## src/rtl/piso_pkg.sv

```systemverilog
// Shared definitions for the PISO serializer: state codes, the state type
// and the default word width.
// Optional feature macro: PISO_PARITY_EN (adds the PARITY state).
package piso_pkg;

    localparam logic [1:0] ST_IDLE   = 2'd0;
    localparam logic [1:0] ST_SHIFT  = 2'd1;
    localparam logic [1:0] ST_PARITY = 2'd2;

    localparam int unsigned PISO_DEF_WIDTH = 8;

    typedef enum logic [1:0] {
        S_IDLE   = ST_IDLE,
`ifdef PISO_PARITY_EN
        S_PARITY = ST_PARITY,
`endif
        S_SHIFT  = ST_SHIFT
    } state_t;

endpackage

```

## src/rtl/piso_serializer_if.sv

```systemverilog
// Word-source / serial-line bundle for the PISO serializer.
// master = word source side, slave = serializer side.
interface piso_serializer_if
    import piso_pkg::*;
#(
    parameter int unsigned WIDTH = PISO_DEF_WIDTH
);

    logic             load;
    logic [WIDTH-1:0] din;
    logic             ready;
    logic             sout;
    logic             frame;
    logic             done;

    modport master (
        output load,
        output din,
        input  ready,
        input  sout,
        input  frame,
        input  done
    );

    modport slave (
        input  load,
        input  din,
        output ready,
        output sout,
        output frame,
        output done
    );

endinterface

```

## src/rtl/piso_bit_counter.sv

```systemverilog
// Loadable down-counter tracking how many data bits remain on the line.
// o_last flags the cycle on which the final bit is being shown.
module piso_bit_counter #(
    parameter int unsigned CNT_W = 4
) (
    input  logic             clk,
    input  logic             rst,
    input  logic             i_load,
    input  logic [CNT_W-1:0] i_load_val,
    input  logic             i_dec,
    output logic             o_last
);

    logic [CNT_W-1:0] r_count;

    // Load has priority over decrement; reset over both.
    always_ff @(posedge clk) begin
        if (rst) begin
            r_count <= '0;
        end else if (i_load) begin
            r_count <= i_load_val;
        end else if (i_dec) begin
            r_count <= r_count - 1'b1;
        end
    end

    assign o_last = (r_count == CNT_W'(1));

endmodule

```

## src/rtl/piso_serializer.sv

```systemverilog
// Parallel-in, serial-out transmitter. A word accepted on load&&ready is
// shifted out MSB first, one bit per clock, with frame high while bits are
// on the line and a one-cycle done pulse after the frame.
// Optional feature macro: PISO_PARITY_EN appends one even-parity bit.
module piso_serializer
    import piso_pkg::*;
#(
    parameter int unsigned WIDTH = PISO_DEF_WIDTH,
    parameter int unsigned CNT_W = $clog2(WIDTH + 1)
) (
    input  logic             clk,
    input  logic             rst,
    piso_serializer_if.slave bus
);

    state_t           r_state;
    logic [WIDTH-1:0] r_shift;
    logic             r_sout;
    logic             r_frame;
    logic             r_done;
    logic             r_ready;
`ifdef PISO_PARITY_EN
    logic             r_parity;
`endif

    logic w_cnt_load;
    logic w_cnt_dec;
    logic w_last;

    assign w_cnt_load = (r_state == S_IDLE) && bus.load;
    assign w_cnt_dec  = (r_state == S_SHIFT);

    piso_bit_counter #(
        .CNT_W (CNT_W)
    ) u_bit_counter (
        .clk        (clk),
        .rst        (rst),
        .i_load     (w_cnt_load),
        .i_load_val (CNT_W'(WIDTH)),
        .i_dec      (w_cnt_dec),
        .o_last     (w_last)
    );

    // Control FSM with the shift register and all registered outputs.
    // sout is a separate register loaded one bit ahead of the shift
    // register, so the MSB appears on the cycle right after the load edge.
    always_ff @(posedge clk) begin
        if (rst) begin
            r_state <= S_IDLE;
            r_shift <= '0;
            r_sout  <= 1'b0;
            r_frame <= 1'b0;
            r_done  <= 1'b0;
            r_ready <= 1'b1;
`ifdef PISO_PARITY_EN
            r_parity <= 1'b0;
`endif
        end else begin
            r_done <= 1'b0;
            case (r_state)
                S_IDLE: begin
                    if (bus.load) begin
                        r_shift <= bus.din;
                        r_sout  <= bus.din[WIDTH-1];
                        r_frame <= 1'b1;
                        r_ready <= 1'b0;
                        r_state <= S_SHIFT;
`ifdef PISO_PARITY_EN
                        r_parity <= ^bus.din;
`endif
                    end else begin
                        r_sout  <= 1'b0;
                        r_frame <= 1'b0;
                        r_ready <= 1'b1;
                    end
                end
                S_SHIFT: begin
                    r_shift <= r_shift << 1;
                    if (w_last) begin
`ifdef PISO_PARITY_EN
                        r_sout  <= r_parity;
                        r_state <= S_PARITY;
`else
                        r_sout  <= 1'b0;
                        r_frame <= 1'b0;
                        r_ready <= 1'b1;
                        r_done  <= 1'b1;
                        r_state <= S_IDLE;
`endif
                    end else begin
                        r_sout <= r_shift[WIDTH-2];
                    end
                end
`ifdef PISO_PARITY_EN
                S_PARITY: begin
                    r_sout  <= 1'b0;
                    r_frame <= 1'b0;
                    r_ready <= 1'b1;
                    r_done  <= 1'b1;
                    r_state <= S_IDLE;
                end
`endif
                default: begin
                    r_sout  <= 1'b0;
                    r_frame <= 1'b0;
                    r_ready <= 1'b1;
                    r_state <= S_IDLE;
                end
            endcase
        end
    end

    assign bus.ready = r_ready;
    assign bus.sout  = r_sout;
    assign bus.frame = r_frame;
    assign bus.done  = r_done;

endmodule

```

## src/flat_wrapper.sv

```systemverilog
// flat-port wrapper written by rule: the top's interface ports become plain ports
module piso_serializer_flat import piso_pkg::*;
#(
    parameter int unsigned WIDTH = PISO_DEF_WIDTH,
    parameter int unsigned CNT_W = $clog2(WIDTH + 1)
)
  (clk, rst, bus_load, bus_din, bus_ready, bus_sout, bus_frame, bus_done);
  piso_serializer_if #(.WIDTH(WIDTH)) bus_i ();
  input  logic clk;
  input  logic rst;
  input wire logic [$bits(bus_i.load)-1:0] bus_load;
  input wire logic [$bits(bus_i.din)-1:0] bus_din;
  output wire logic [$bits(bus_i.ready)-1:0] bus_ready;
  output wire logic [$bits(bus_i.sout)-1:0] bus_sout;
  output wire logic [$bits(bus_i.frame)-1:0] bus_frame;
  output wire logic [$bits(bus_i.done)-1:0] bus_done;
  assign bus_i.load = bus_load;
  assign bus_i.din = bus_din;
  assign bus_ready = bus_i.ready;
  assign bus_sout = bus_i.sout;
  assign bus_frame = bus_i.frame;
  assign bus_done = bus_i.done;
  piso_serializer #(.WIDTH(WIDTH), .CNT_W(CNT_W)) u_core (.clk(clk), .rst(rst), .bus(bus_i));
endmodule
```

## config.mk

```make
export PLATFORM = sky130hd
export DESIGN_NAME = piso_serializer_flat
export DESIGN_NICKNAME = d
export VERILOG_FILES = /design/src/rtl/piso_pkg.sv /design/src/rtl/piso_serializer_if.sv /design/src/rtl/piso_bit_counter.sv /design/src/rtl/piso_serializer.sv /design/src/flat_wrapper.sv
export SDC_FILE = /design/constraint.sdc
export NUM_CORES = 1
export LEC_CHECK = 0
export ABC_AREA = 1
export BUFFER_PORTS_ARGS = -buffer_cell sky130_fd_sc_hd__buf_2
export CORE_MARGIN = 4
export CORE_UTILIZATION = 44
export CTS_CLUSTER_DIAMETER = 30
export DETAILED_ROUTE_END_ITERATION = 8
export PLACE_DENSITY = 0.78
export SLEW_MARGIN = 25
export SYNTH_ARGS = -nofsm -noshare
export SYNTH_HDL_FRONTEND = slang
export SYNTH_HIERARCHICAL = 1
export SYNTH_SLANG_ARGS = --single-unit
export TNS_END_PERCENT = 50
```

## constraint.sdc

```tcl
create_clock -name clk -period 3.17 [get_ports clk]
set_input_delay 0.1585 -clock clk [delete_from_list [all_inputs] [get_ports clk]]
set_output_delay 0.1585 -clock clk [all_outputs]
set_load 0.005 [all_outputs]
```

==> qor.csv <==
stage;metric;value;unit
logic_synthesis;post-synth top area cell;dfxtp_1;
setup_path;CP max stage cell;dfxtp_1;
logic_synthesis;syn_area_per_cell;7.013;sq um
place;dpl ws;1.660;ns
power;Tot Pwr;439.1;uW
cts;hold buffers post-CTS;0;
drt;Iter 0 DRT Violations;16;
grt;Tot GR Track Use;0.1363;
job;max_cap viols;0;
floorplanning;Die X;50.63;um
setup_path;cell family with most CP delay;flip-flops;
cts;worst-skew pair later-pin latency;0.28;ns
cts;total CTS buffers;3;
grt;grt ovf;0;
timing;Hold Slack;0.1117;ns
setup_path;cells along the critical path;nor2_2, inv_2, nand2_2, o211ai_1, nand2_1, inv_1;
logic_synthesis;Yosys cell types;20;
grt;vias in the first global route;626;
cts;Post-CTS Setup Repair Bufs;0;
floorplanning;I/O pin count;15;
logic_synthesis;number of synthesis warnings;6;
timing;Final Hold Viols;0;
layout;non-filler instance count after layout;157;
power;VDD IR max;0.2768;mV
timing;total negative slack;0;ns
setup_path;CP max FO;14;
drt;DR DRC count;0;
timing;PnR worst setup slack;1.652;ns
timing;measured slew at the worst slew-check pin;0.6993;ns
drt;Vias/cell;4.503;
cts;Root Driver;clkbuf_4;
cts;clock buffer depth;2;
place;Placed Cells;153;
setup_path;Crit path required time;3.41;ns
cts;H-tree levels;1;
logic_synthesis;top cell type's share of synthesized area;0.4006;
run_status;status;completed;
layout;area delta synth->final;15.34;%
floorplanning;Initial Util;0.4630;
drt;ANT nets after route;0;
layout;Final Net Count;146;
power;PwrDens;476.2;nW/um^2
floorplanning;chip height;50.63;um
floorplanning;core box area;1727;sq um
timing;fin. max-slew vios;0;
setup_path;Worst EP arrival;1.76;ns
setup_path;Crit. End Element;flip-flop;
cts;CTS tree;yes;
place;I/O Buffers;14;
logic_synthesis;Synth area leaders;dfxtp_1, nand2_1, nand3_1;
cts;CTS clk-pin slew, worst paths;0.09;ns
logic_synthesis;Syn Inst Count;114;
place;HPWL after DPL;1142;um
timing;Worst slew margin;0.5331;
logic_synthesis;#FFs+latches synth;16;
logic_synthesis;Mapped Area;799.5;sq um
layout;antenna fix cells;0;
layout;Layout fillers;186;
drt;First-pass DRT Iterations;4;
grt;first-pass GRT wire length;2566;um
timing;min cycle time layout;1.518;ns
setup_path;max incr delay on CP;0.78;ns
drt;WL per Instance;9.567;um
drt;total wire length;1502;um
grt;initial antenna violation count;0;
setup_path;Critical Path Start Type;flip-flop;
timing;clock skew;0.0003482;ns
logic_synthesis;Seq/Total Area, Yosys;0.4006;
grt;largest net degree at the start of global routing;15;
power;Lkg Pwr;0.0004978;uW
setup_path;Crit path buffers/inverters;2;
timing;fmax;658.8;MHz
setup_path;Crit Path Class;flip-flop to flip-flop;
floorplanning;die area;2563;sq um
timing;RSZ-0062 raised after global routing;no;
place;routability cong.;0.8408;
setup_path;R2R Setup Slk;1.65;ns
floorplanning;Rows;15;
min_path;type of the most critical hold path;primary input to flip-flop;
timing;period utilization;0.4788;
cts;Sink Count;16;
cts;Post-CTS Resized;0;
timing;Final Setup Violations;0;
drt;total number of vias;707;
layout;share of cells above drive strength 1;0.2197;
## worst paths after layout
kind                                                      from                                            to  depth (start not counted)
worst max register to register  u_core/r_state[0]$_SDFFE_PP0P_  u_core/u_bit_counter/r_count[0]$_SDFFE_PP0P_                          6
worst max-delay path            u_core/r_state[0]$_SDFFE_PP0P_  u_core/u_bit_counter/r_count[0]$_SDFFE_PP0P_                          6
worst min-delay path                                       rst                    u_core/bus.sout$_SDFF_PP0_                          2
worst min register to register   u_core/bus.ready$_SDFFE_PP1P_                 u_core/bus.ready$_SDFFE_PP1P_                          2
## per-stage QoR
step             util  instance area, sq um
2_1_floorplan       -                 807.0
3_3_place_gp   0.5130                 885.9
3_5_place_dp   0.5130                 885.9
4_1_cts        0.5341                 922.1
5_1_grt        0.5341                 922.1
6_report       0.5341                 922.1
## routing by layer
layer / vias to the layer above / wire [um] / GRT usage
met1: 311 / 668 / 0.1667
met3: 2 / 65 / 0.03858
li1: 382 / - / -
met5: - / 0 / 0
met2: 12 / 750 / 0.2043
met4: 0 / 18 / 0.09417
## flip-flops by register name (all words and copies together) (netlist names)
register / flops
u_core/u_bit_counter/r_count: 4
u_core/r_state: 1
u_core/bus.done: 1
u_core/r_shift: 7
u_core/bus.ready: 1
u_core/bus.sout: 1
u_core/bus.frame: 1
## cell families after synthesis
kind of cell	share of synthesized area
flops	0.4006
xor+xnor	0.01096
fa+ha+maj	0.03129
simple gates	0.3646
other cells	0.009393
buf+inv	0.1236
compound gates	0.05947
## synth_stat cells (all sizes together)
library cell   n
nand2         37
xor2           1
a21oi          3
o21ai          2
nor3           3
nor2          11
conb           2
dfxtp         16
inv           19
ha             2
nand3         14
a21boi         1
buf            2
o211ai         1
## where the power goes
group	internal (uW)	switching, uW
Clock	69.9	64.3
Combinational	31.1	42.8
Sequential	216	14.8
Total	317	122
## cells in the final DEF (no fill, tap or decap), types with 2 or more instances in the layout
cell type	n
ha_1	2
nand3_1	14
a21oi_2	2
nor2_2	3
buf_2	14
dfxtp_1	16
nor3_1	3
inv_1	15
inv_2	3
nand2_1	36
nor2_1	7
clkbuf_4	3
conb_1	4
o21ai_1	2
## worst register-to-register path, stage by stage (launching register included)
cell and delay (ns):
dfxtp_1 0.78, nor2_2 0.20, inv_2 0.12, nand2_2 0.07, o211ai_1 0.19, nand2_1 0.07, inv_1 0.05
## layout make-up
| class | instances | area (sq um) | area share |
|---|---|---|---|
| Timing Repair Buffer | 14 | 70.07 | 0.07598 |
| Sequential cell | 16 | 320.3 | 0.3474 |
| Clock buffer | 4 | 36.28 | 0.03935 |
| Tap cell | 25 | 31.28 | 0.03392 |
| Multi-Input combinational cell | 79 | 387.9 | 0.4206 |
| Inverter | 19 | 76.32 | 0.08277 |
Power figures use the tool's default switching activity.
